--- config.mk ---
export PLATFORM = sky130hd
export DESIGN_NAME = elevator_request_scheduler
export DESIGN_NICKNAME = d
export VERILOG_FILES = /design/src/rtl/elevator_request_scheduler.sv
export SDC_FILE = /design/constraint.sdc
export NUM_CORES = 1
export LEC_CHECK = 0
export BUFFER_PORTS_ARGS = -buffer_cell sky130_fd_sc_hd__buf_2
export CORE_ASPECT_RATIO = 2
export CORE_MARGIN = 4
export CORE_UTILIZATION = 56
export DETAILED_ROUTE_END_ITERATION = 16
export PLACE_DENSITY = 0.78
export SLEW_MARGIN = 20
export SYNTH_ARGS = -nofsm -noshare
export SYNTH_HDL_FRONTEND = slang
export SYNTH_SLANG_ARGS = --single-unit
--- constraint.sdc ---
create_clock -name i_clk -period 2.4 [get_ports i_clk]
set_input_delay 0.36 -clock i_clk [delete_from_list [all_inputs] [get_ports i_clk]]
set_output_delay 0.36 -clock i_clk [all_outputs]
set_load 0.03 [all_outputs]
--- src/rtl/elevator_request_scheduler.sv ---
// SCAN call scheduler: latches floor calls, dispatches targets to the car FSM, times door dwell.
// Optional en-route pickup (retarget to a closer call ahead) when SCHED_ENROUTE_EN is defined.
module elevator_request_scheduler #(
    parameter int NUM_FLOORS   = 10,
    parameter int DWELL_CYCLES = 8
) (
    input  logic                  i_clk,
    input  logic                  i_reset,
    input  logic [NUM_FLOORS-1:0] i_call_req,
    input  logic [3:0]            i_current_floor,
    input  logic                  i_car_idle,
    output logic [3:0]            o_target_floor,
    output logic                  o_target_valid,
    output logic                  o_dir_up,
    output logic                  o_door_open,
    output logic [NUM_FLOORS-1:0] o_pending
);

    localparam int CNT_W = (DWELL_CYCLES > 1) ? $clog2(DWELL_CYCLES) : 1;
    localparam logic [CNT_W-1:0] DWELL_LOAD = CNT_W'(DWELL_CYCLES - 1);

    typedef enum logic [1:0] {
        ST_IDLE,
        ST_TRAVEL,
        ST_DWELL
    } state_t;

    state_t                r_state;
    state_t                w_state_nxt;
    logic [NUM_FLOORS-1:0] r_pending;
    logic [NUM_FLOORS-1:0] w_pending_nxt;
    logic [3:0]            r_target;
    logic [3:0]            w_target_nxt;
    logic                  r_dir_up;
    logic                  w_dir_up_nxt;
    logic [CNT_W-1:0]      r_dwell_cnt;
    logic [CNT_W-1:0]      w_dwell_cnt_nxt;

    logic [NUM_FLOORS-1:0] w_cur_onehot;
    logic [NUM_FLOORS-1:0] w_tgt_onehot;
    logic [NUM_FLOORS-1:0] w_clear;
    logic [NUM_FLOORS-1:0] w_absorb;
    logic                  w_above_found;
    logic [3:0]            w_above_floor;
    logic                  w_below_found;
    logic [3:0]            w_below_floor;

    // An out-of-range current floor decodes to an all-zero one-hot, so it never matches a call.
    always_comb begin
        w_cur_onehot = '0;
        w_tgt_onehot = '0;
        for (int f = 0; f < NUM_FLOORS; f++) begin
            w_cur_onehot[f] = ({1'b0, i_current_floor} == 5'(f));
            w_tgt_onehot[f] = ({1'b0, r_target} == 5'(f));
        end
    end

    always_comb begin
        w_above_found = 1'b0;
        w_above_floor = '0;
        w_below_found = 1'b0;
        w_below_floor = '0;
        for (int f = NUM_FLOORS - 1; f >= 0; f--) begin
            if (r_pending[f] && (5'(f) > {1'b0, i_current_floor})) begin
                w_above_found = 1'b1;
                w_above_floor = 4'(f);
            end
        end
        for (int f = 0; f < NUM_FLOORS; f++) begin
            if (r_pending[f] && (5'(f) < {1'b0, i_current_floor})) begin
                w_below_found = 1'b1;
                w_below_floor = 4'(f);
            end
        end
    end

`ifdef SCHED_ENROUTE_EN
    logic       w_er_found;
    logic [3:0] w_er_floor;

    // Candidates exclude the very next floor so the car always has a floor of stopping distance.
    always_comb begin
        w_er_found = 1'b0;
        w_er_floor = '0;
        if (r_dir_up) begin
            for (int f = NUM_FLOORS - 1; f >= 0; f--) begin
                if (r_pending[f] && ({1'b0, i_current_floor} + 5'd1 < 5'(f))
                    && (5'(f) < {1'b0, r_target})) begin
                    w_er_found = 1'b1;
                    w_er_floor = 4'(f);
                end
            end
        end else begin
            for (int f = 0; f < NUM_FLOORS; f++) begin
                if (r_pending[f] && (5'(f) > {1'b0, r_target})
                    && (5'(f) + 5'd1 < {1'b0, i_current_floor})) begin
                    w_er_found = 1'b1;
                    w_er_floor = 4'(f);
                end
            end
        end
    end
`endif

    always_comb begin
        w_state_nxt     = r_state;
        w_target_nxt    = r_target;
        w_dir_up_nxt    = r_dir_up;
        w_dwell_cnt_nxt = r_dwell_cnt;
        w_clear         = '0;
        w_absorb        = '0;
        case (r_state)
            ST_IDLE: begin
                if ((|r_pending) && i_car_idle) begin
                    if (|(r_pending & w_cur_onehot)) begin
                        w_clear         = w_cur_onehot;
                        w_state_nxt     = ST_DWELL;
                        w_dwell_cnt_nxt = DWELL_LOAD;
                    end else begin
                        w_state_nxt = ST_TRAVEL;
                        if (r_dir_up && w_above_found) begin
                            w_target_nxt = w_above_floor;
                        end else if (r_dir_up) begin
                            w_dir_up_nxt = 1'b0;
                            w_target_nxt = w_below_floor;
                        end else if (w_below_found) begin
                            w_target_nxt = w_below_floor;
                        end else begin
                            w_dir_up_nxt = 1'b1;
                            w_target_nxt = w_above_floor;
                        end
                    end
                end
            end
            ST_TRAVEL: begin
                if (i_car_idle) begin
                    if (i_current_floor == r_target) begin
                        w_clear         = w_tgt_onehot;
                        w_state_nxt     = ST_DWELL;
                        w_dwell_cnt_nxt = DWELL_LOAD;
                    end else begin
                        w_state_nxt = ST_IDLE;
                    end
                end
`ifdef SCHED_ENROUTE_EN
                else if (w_er_found) begin
                    w_target_nxt = w_er_floor;
                end
`endif
            end
            ST_DWELL: begin
                w_absorb = w_cur_onehot;
                if (r_dwell_cnt == '0) begin
                    w_state_nxt = ST_IDLE;
                end else begin
                    w_dwell_cnt_nxt = r_dwell_cnt - CNT_W'(1);
                end
            end
            default: begin
                w_state_nxt = ST_IDLE;
            end
        endcase
        w_pending_nxt = (r_pending | (i_call_req & ~w_absorb)) & ~w_clear;
    end

    always_ff @(posedge i_clk or posedge i_reset) begin
        if (i_reset) begin
            r_state     <= ST_IDLE;
            r_pending   <= '0;
            r_target    <= '0;
            r_dir_up    <= 1'b1;
            r_dwell_cnt <= '0;
        end else begin
            r_state     <= w_state_nxt;
            r_pending   <= w_pending_nxt;
            r_target    <= w_target_nxt;
            r_dir_up    <= w_dir_up_nxt;
            r_dwell_cnt <= w_dwell_cnt_nxt;
        end
    end

    // Outside TRAVEL the car's requested floor follows its position; forced to 0 while in reset.
    assign o_target_floor = i_reset ? 4'd0 : ((r_state == ST_TRAVEL) ? r_target : i_current_floor);
    assign o_target_valid = (r_state == ST_TRAVEL);
    assign o_door_open    = (r_state == ST_DWELL);
    assign o_dir_up       = r_dir_up;
    assign o_pending      = r_pending;

endmodule

==> out/qor.csv, run 1 <==
stage,metric,value,unit
worst_setup_path,worst endpoint required time,2.55,ns
floorplan,die width,49.2,um
worst_setup_path,r2r endpoint,r_target[2],
sta,max_slew headroom,48.1,%
layout,diode count,0,
yosys,Post-Syn Instances,250,
sta,RSZ-0062 raised after global routing,false,
sta,post-route setup TNS,0,ns
route,# DRC,0,
yosys,Post-synth ARST share,100,%
global_route,first-pass GRT wire length,9.63,mm
layout,"most common cell after layout, fill and taps aside",buf_2,
run_status,status,completed,
sta,Max Slew Vio Count,0,
sta,Final setup viols,0,
layout,layout cell share with drive strength beyond 1,20.9,%
clocking,clk slew on worst S/H paths,0.07,ns
worst_setup_path,r2r startpoint,o_pending[4],
sta,min Tclk post-route,2.17,ns
floorplan,core box area,3230,um^2
worst_setup_path,CP max FO,10,
sta,Tcrit/Tclk final,90.4,%
sta,Fin. Hold Viols,0,
route,met3 wire len,340,um
clocking,clk sinks,20,
yosys,synth unique cells,58,
yosys,sequential cell area fraction in the yosys report,26.4,%
pwr,Power Dens Cells,654,nW/um^2
route,Routed WL,5.91,mm
sta,fmax,461,MHz
clocking,cts bufs inserted,3,
route,max layer used,met4,
layout,post-route cell area,2110,um^2
yosys,Mapped Nets,269,
clocking,Root Driver,clkbuf_8,
yosys,count of state elements after synthesis,20,
clocking,CTS HTree Levels,1,
layout,most frequent cells in the layout,"33 x buf_2, 24 x nor2_1, 23 x nand2_1, 22 x a21oi_1, 19 x dfrtp_1",
route,first drt pass iteration count,5,
clocking,Post-CTS Resized,0,
clocking,Clock Tree Buf Depth,2,
route,vias per cell,6.78,
floorplan,Initial Util,58.8,%
global_route,pin count of the biggest net entering global routing,23,
worst_setup_path,critical path type,register to register,
sta,pin slew with the least headroom to its limit,0.777,ns
worst_setup_path,flop-to-flop setup slack,0.23,ns
pwr,Leak Pwr,0.862,nW
pwr,maximum vdd drop,0.499,mV
global_route,"Remaining Overflow, GRT",0,
place,dpl cell area,2070,um^2
yosys,Post-Syn Area per Cell,7.59,um^2
clocking,CTS tree,yes,
route,routed metal-1 wire length,2.03,mm
floorplan,Die Span Y,90.3,um
worst_setup_path,worst-case reg-to-reg path depth,6,
clocking,CTS Hold Bufs,0,
yosys,Post-synth top flop,dfrtp_1,
job,Max-Cap Viols,0,
pwr,total power,0.00138,W
worst_setup_path,CP Capture Type,register,
place,Post-Place Setup Slack,0.0999,ns
sta,Final WS setup,0.230,ns
route,Wirelength per Cell,19.2,um
yosys,Yosys Warn Count,0,
sta,clock skew,0.00179,ns
floorplan,die area,4440,um^2
yosys,synthesized area,1900,um^2
route,DR WL met2,3.14,mm
global_route,vias in the first global route,2063,
route,antenna-violating nets left,0,
place,dpl hpwl,4.51,mm
layout,nets,297,
route,Vias,2089,
route,1st-iter DRT viols,136,
clocking,clock latency at the later pin of the worst-skew pair,0.26,ns
yosys,number of synthesized flops with an enable pin,0,
floorplan,I/O pins,34,
place,I/O Buffers,33,
layout,Synth-to-Final Area Change,11.3,%
worst_setup_path,CP arrival,2.32,ns
place,gpl congestion,0.951,
global_route,initial antenna violation count,0,
hold_path,Worst Hold Class,input pin to async pin,
global_route,GRT Overall Usage,27.5,%
worst_setup_path,Worst setup SP type,register,
floorplan,FP Rows,29,
sta,worst hold slack,0.269,ns
clocking,setup repair bufs after CTS,0,
[registers in the layout, indices dropped and copies added, names as in the netlist]
name         flops
r_dwell_cnt      3
o_pending       10
o_dir_up         1
r_state          2
r_target         4
[metal layers]
metal | track usage, % | up-vias
met1 | 28.1 | 967
li1 | - | 974
met5 | 0 | -
met2 | 50.0 | 107
met3 | 3.47 | 41
met4 | 18.1 | 0
[metrics by stage]
stage          instances  util [%]
6_report             308      65.4
5_1_grt              308      65.4
2_1_floorplan        250         -
3_5_place_dp         304      64.0
3_3_place_gp         304      64.0
4_1_cts              308      65.4
[area by class of cell]
| type | instances | area [um^2] |
|---|---|---|
| Clock buffer | 4 | 45.0 |
| Fill cell | 304 | 1120 |
| Inverter | 11 | 41.3 |
| Multi-Input combinational cell | 197 | 1220 |
| Sequential cell | 20 | 502 |
| Tap cell | 31 | 38.8 |
| Timing Repair Buffer | 45 | 268 |
[worst max path at each step]
stage,start,to,slack [ns],cells past startpoint
after floorplan,o_pending[3],o_dir_up,0.28,7
after global placement,i_current_floor[1],r_target[0],0.14,8
after detailed placement,i_current_floor[1],r_target[2],0.1,7
after CTS,o_pending[7],r_target[2],0.27,7
after global routing,o_pending[7],r_target[2],0.11,7
final,o_pending[4],r_target[2],0.23,6
[Yosys cell counts, drive strengths merged (4+ instances only)]
master | number | share of area (%)
nor2 | 25 | 5.3
nand2 | 23 | 4.5
a21oi | 22 | 5.8
dfrtp | 19 | 25
buf | 14 | 5.7
inv | 11 | 2.2
o21ai | 11 | 2.9
nand3 | 9 | 2.4
clkbuf | 8 | 1.6
nand2b | 8 | 2.6
nor3 | 8 | 2.1
o22ai | 7 | 2.3
a21boi | 6 | 2.4
a31oi | 6 | 2.0
nand3b | 5 | 2.0
a211oi | 4 | 1.8
mux2i | 4 | 2.1
nand4 | 4 | 1.3
o21bai | 4 | 1.6
or2 | 4 | 1.5
xor2 | 4 | 1.8
[cell families after synthesis]
group | Yosys count | synth area share [%]
compound gates | 80 | 28.8
xor+xnor | 4 | 1.85
fa+ha+maj | 2 | 1.32
buf+inv | 33 | 9.43
flops | 20 | 26.4
mux | 5 | 2.70
simple gates | 106 | 29.5
[worst max-delay path: stages, from the launching register on]
cell	delay [ns]
dfrtp_1	0.53
o21bai_1	0.25
a41oi_1	0.24
o41ai_2	0.53
o41ai_2	0.20
a32oi_1	0.22
a21oi_1	0.08
[power by group]
group,switching (W),internal (W),leakage (nW)
registers,0.000125,0.000410,0.200
clock network,0.000114,0.000118,0.0228
logic,0.000393,0.000222,0.640
total,0.000631,0.000751,0.862
Power figures use the tool's default switching activity.
==> run 2: changes to the inputs <==
- CAP_MARGIN: not set -> 20
- SETUP_SLACK_MARGIN: not set -> 0.5
==> out/qor.csv, run 2 (same netlist as run 1, synthesis figures left out) <==
stage,metric,value,unit,change
global_route,GRT Overall Usage,28.7,%,+1.2 points
sta,Final setup viols,0,,unchanged
place,gpl congestion,0.991,,+4.2%
clocking,clk slew on worst S/H paths,0.08,ns,about the same
global_route,"Remaining Overflow, GRT",0,,unchanged
route,Vias,2232,,+6.8%
route,1st-iter DRT viols,116,,-15%
floorplan,die area,4440,um^2,unchanged
floorplan,core box area,3230,um^2,unchanged
sta,min Tclk post-route,2.01,ns,-0.159 ns
worst_setup_path,"Slowest-stage cell, CP",or4_4,,
layout,nets,318,,+7.1%
worst_setup_path,r2r endpoint,o_pending[4],,
clocking,cts bufs inserted,3,,unchanged
floorplan,I/O pins,34,,unchanged
floorplan,Die Span Y,90.3,um,unchanged
route,antenna-violating nets left,0,,unchanged
worst_setup_path,r2r startpoint,o_pending[6],,
worst_setup_path,CP Capture Type,register,,
layout,fillers,255,,-16%
sta,Final WS setup,0.389,ns,+0.159 ns
place,cell total after placement,307,,+0.99%
sta,pin slew with the least headroom to its limit,0.774,ns,-0.00341 ns
sta,Tcrit/Tclk final,83.8,%,-6.6 points
clocking,CTS tree,yes,,
worst_setup_path,"Largest stage delay, worst path",0.56,ns,+0.03 ns
sta,RSZ-0062 raised after global routing,true,,
floorplan,FP Rows,29,,unchanged
route,# DRC,0,,unchanged
floorplan,Initial Util,58.8,%,unchanged
pwr,Power Dens Cells,615,nW/um^2,-6.0%
global_route,pin count of the biggest net entering global routing,21,,-8.7%
global_route,first-pass GRT wire length,9.98,mm,+3.7%
place,dpl hpwl,4.53,mm,+0.33%
sta,fmax,497,MHz,+7.9%
worst_setup_path,flop-to-flop setup slack,0.39,ns,+0.16 ns
global_route,vias in the first global route,2070,,+0.34%
layout,Synth-to-Final Area Change,28.7,%,
route,vias per cell,6.78,,about the same
job,Max-Cap Viols,0,,unchanged
floorplan,die width,49.2,um,unchanged
route,Routed WL,6.57,mm,+11%
global_route,initial antenna violation count,0,,unchanged
layout,diode count,0,,unchanged
pwr,Leak Pwr,0.984,nW,+14%
clocking,CTS HTree Levels,1,,unchanged
layout,post-route cell area,2440,um^2,+16%
pwr,maximum vdd drop,0.546,mV,+9.6%
worst_setup_path,critical path type,register to register,,
worst_setup_path,worst endpoint required time,2.56,ns,about the same
sta,Fin. Hold Viols,0,,unchanged
layout,most frequent cells in the layout,"31 x buf_4, 29 x buf_2, 24 x nor2_1, 23 x nand2_1, 21 x a21oi_1",,
place,I/O Buffers,33,,unchanged
layout,Reg area,514,um^2,+2.5%
clocking,clk sinks,20,,unchanged
layout,Largest register FFs,10,,unchanged
worst_setup_path,worst-case reg-to-reg path depth,6,,unchanged
route,first drt pass iteration count,4,,-1
layout,Multi-input gate area,1370,um^2,+12%
clocking,clock latency at the later pin of the worst-skew pair,0.26,ns,about the same
pwr,total power,0.00150,W,+8.8%
run_status,status,completed,,
sta,Max Slew Vio Count,0,,unchanged
worst_setup_path,CP max FO,7,,-3
sta,clock skew,0.00383,ns,+0.00204 ns
route,Wirelength per Cell,20.0,um,+4.0%
place,dpl cell area,2130,um^2,+3.2%
worst_setup_path,CP arrival,2.17,ns,-0.15 ns
layout,count of non-filler cells in the finished layout,329,,+6.8%
sta,post-route setup TNS,0,ns,unchanged
layout,layout cell share with drive strength beyond 1,36.2,%,+15 points
sta,max_slew headroom,48.3,%,+0.23 points
worst_setup_path,Worst setup SP type,register,,
clocking,Root Driver,clkbuf_8,,
clocking,Clock Tree Buf Depth,2,,unchanged
layout,"most common cell after layout, fill and taps aside",buf_4,,
hold_path,Worst Hold Class,input pin to async pin,,
place,Post-Place Setup Slack,0.137,ns,+0.0374 ns
worst_setup_path,CP cell instances,mux2i_1 > nor3_1 > or4_4 > nand4b_1 > o22ai_1 > a31oi_1,,
run 2: where the power goes:
group	switching, W	total [W]	leakage, nW	internal [W]
Combinational	0.000471	0.000755	0.765	0.000284
Sequential	0.000102	0.000513	0.197	0.000412
Clock	0.000116	0.000235	0.0228	0.000118
run 2: worst max-delay path by stage:
stage | from | endpoint | slack, ns
detailed placement | i_current_floor[2] | o_pending[8] | 0.14
CTS | o_pending[4] | o_dir_up | 0.44
finish | o_pending[6] | o_pending[4] | 0.39
global route | o_pending[7] | r_target[0] | 0.33
floorplan | o_pending[6] | o_dir_up | 0.40
global placement | i_current_floor[2] | o_pending[8] | 0.14
run 2: area by class of cell:
type | instances | area share, %
Clock buffer | 4 | 1.84
Inverter | 11 | 1.69
Sequential cell | 20 | 21.1
Timing Repair Buffer | 66 | 17.8
Tap cell | 31 | 1.59
Multi-Input combinational cell | 197 | 56.0
run 2: layer usage:
layer	part of all wire [%]	GRT usage (%)	wire length, um
met1	35	31.1	2320
met2	51	48.5	3370
met3	6.8	5.62	446
met4	6.6	19.5	434
met5	0	0	0
run 2: critical path, delay by kind of cell, from the launching register on:
kind / cells / cell delay, ns
DFF: 1 / 0.47
AOI/OAI and AO/OA: 2 / 0.33
and+or+nand+nor: 3 / 0.89
muxes: 1 / 0.22
run 2: through the flow:
stage	hold slack (ns)	utilization (%)
2_1_floorplan	0.323	-
3_3_place_gp	0.437	66.1
3_5_place_dp	0.470	66.1
4_1_cts	0.298	68.7
5_1_grt	0.337	75.6
6_report	0.271	75.6
run 2: timing repair:
action | in CTS | in global routing
setup endpoints to repair | 10 | 21
hold buffers | 0 | 0
resized for setup | 6 | 30
pin swaps | 4 | 5
gates cloned | 0 | 0
setup buffers | 4 | 14
endpoints found under the hold margin | 0 | 0
==> run 3: changes to the inputs <==
- CORE_UTILIZATION: 56 -> 51
- PLACE_DENSITY: 0.78 -> 0.75
- clock period: 2.4 -> 1.8 ns (I/O delays scaled with it)
==> out/qor.csv, run 3 (same netlist as run 1, synthesis figures left out) <==
stage,metric,value,unit,change
run_status,status,finished with violations,,
run_status,violated checks,negative setup slack,,
global_route,first-pass GRT wire length,14.2,mm,+43%
worst_setup_path,CP max FO,5,,-2
floorplan,FP Rows,31,,+6.9%
worst_setup_path,worst endpoint required time,1.95,ns,-0.61 ns
worst_setup_path,critical path type,register to register,,
global_route,"Remaining Overflow, GRT",0,,unchanged
pwr,Seq pwr share,21.9,%,-12 points
sta,worst hold slack,0.159,ns,-0.112 ns
clocking,clk sinks,20,,unchanged
layout,Largest register FFs,10,,unchanged
worst_setup_path,worst-case reg-to-reg path depth,7,,+1
clocking,CTS HTree Levels,1,,unchanged
pwr,internal power,0.00154,W,+89%
sta,max_slew headroom,61.2,%,+13 points
pwr,clock network power share,12.9,%,-2.7 points
layout,"most common cell after layout, fill and taps aside",buf_4,,
clocking,CTS Hold Bufs,0,,unchanged
job,Max-Cap Viols,0,,unchanged
place,dpl hpwl,5.58,mm,+23%
pwr,combinational fraction of design power,65.2,%,+15 points
route,Routed WL,11.0,mm,+67%
route,antenna-violating nets left,0,,unchanged
sta,Final WS setup,-0.449,ns,-0.838 ns
sta,fmax,445,MHz,-11%
worst_setup_path,Worst setup SP type,register,,
layout,nets,380,,+19%
place,I/O Buffers,33,,unchanged
layout,Multi-input gate area,1540,um^2,+13%
floorplan,die area,4820,um^2,+8.5%
route,1st-iter DRT viols,218,,+88%
worst_setup_path,CP arrival,2.40,ns,+0.23 ns
sta,post-route setup TNS,-5.88,ns,-5.88 ns
layout,Reg area,512,um^2,-0.49%
worst_setup_path,CP Capture Type,register,,
sta,Fin. Hold Viols,0,,unchanged
global_route,GRT Overall Usage,40.0,%,+11 points
sta,Tcrit/Tclk final,125,%,+41 points
sta,pin slew with the least headroom to its limit,0.582,ns,-0.192 ns
clocking,Root Driver,clkbuf_8,,
sta,Max Slew Vio Count,0,,unchanged
sta,RSZ-0062 raised after global routing,true,,
clocking,Clock Tree Buf Depth,2,,unchanged
layout,Final Util,91.6,%,+16 points
layout,layout cell share with drive strength beyond 1,53.9,%,+18 points
sta,min Tclk post-route,2.25,ns,+0.238 ns
layout,Synth-to-Final Area Change,74.1,%,
layout,diode count,0,,unchanged
global_route,initial antenna violation count,0,,unchanged
route,first drt pass iteration count,6,,+2
layout,most frequent cells in the layout,"70 x buf_4, 40 x buf_6, 21 x nor2_1, 16 x nand2_1, 16 x buf_2",,
clocking,cts bufs inserted,3,,unchanged
pwr,Psw,0.00137,W,+99%
floorplan,Initial Util,52.6,%,-6.2 points
floorplan,Die Span Y,94.3,um,+4.4%
pwr,maximum vdd drop,0.827,mV,+51%
pwr,Power Dens Cells,880,nW/um^2,+43%
route,# DRC,0,,unchanged
floorplan,die width,51.1,um,+4.0%
route,vias per cell,7.14,,+5.2%
place,dpl cell area,2650,um^2,+24%
pwr,Sw Share,47.2,%,+1.3 points
route,Wirelength per Cell,26.9,um,+35%
sta,Final setup viols,20,,+20
route,Vias,2919,,+31%
floorplan,I/O pins,34,,unchanged
clocking,CTS tree,yes,,
global_route,vias in the first global route,2778,,+34%
clocking,clock latency at the later pin of the worst-skew pair,0.27,ns,about the same
clocking,clk slew on worst S/H paths,0.09,ns,about the same
floorplan,core box area,3610,um^2,+12%
layout,post-route cell area,3300,um^2,+35%
hold_path,Worst Hold Class,input pin to async pin,,
sta,clock skew,0.00552,ns,+0.00169 ns
place,gpl congestion,0.955,,-3.6%
pwr,Leak Pwr,1.40,nW,+42%
layout,fillers,136,,-47%
global_route,pin count of the biggest net entering global routing,21,,unchanged
## run 3: cell count changes in the layout (fill, tap and decap cells not counted), sizes merged
cell	before	now
buf	63	128
clkbuf	7	4
## run 3: critical path, cell delays in order, from the launching register on
cell	delay [ns]
dfrtp_1	0.42
nor4_2	0.41
nand4_1	0.26
buf_4	0.24
and4_4	0.19
nor3b_1	0.15
nor3b_1	0.14
a311oi_1	0.30
## run 3: layer usage
metal  track usage, %  vias up  wire, um
met2             68.9      298      5190
met5                0        -         0
met4             36.2        0      1310
met3             8.59      136      1170
li1                 -     1132         -
met1             37.9     1353      3320
## run 3: final cells by class
cell class                      count  area share (%)
Sequential cell                    20            15.5
Timing Repair Buffer              128            32.9
Tap cell                           49            1.86
Multi-Input combinational cell    197            46.6
Inverter                           11            1.48
Clock buffer                        4            1.67
## run 3: metrics by stage
step                      setup slack, ns  instances  total power [W]
after floorplan                    -0.204        250          0.00136
after global placement             -0.286        385          0.00180
after detailed placement           -0.339        385          0.00184
after CTS                          -0.183        396          0.00249
after global routing               -0.437        409          0.00298
final                              -0.449        409          0.00291
## run 3: final timing paths
check	start	endpoint	slack, ns
min reg2reg	r_dwell_cnt[2]	r_dwell_cnt[2]	0.48
max reg2reg	o_pending[2]	o_pending[8]	-0.45
max in group asynchronous	i_reset	o_dir_up	1.36
min	i_reset	r_state[1]	0.16
max	o_pending[2]	o_pending[8]	-0.45
min in group i_clk	i_call_req[6]	o_pending[6]	0.27
## run 3: power by group through the flow
stage	combinational [W]	sequential, W	clock, W
after floorplan	0.000742	0.000622	0
after global placement	0.00118	0.000623	0
after detailed placement	0.00121	0.000626	0
after CTS	0.00152	0.000617	0.000348
after global routing	0.00195	0.000644	0.000381
final	0.00190	0.000638	0.000375
## run 3: what timing repair did
action | 4_1_cts | 5_1_grt
setup endpoints to repair | 31 | 34
pin swaps | 14 | 14
buffers inserted | 7 | 13
resized for setup | 76 | 50
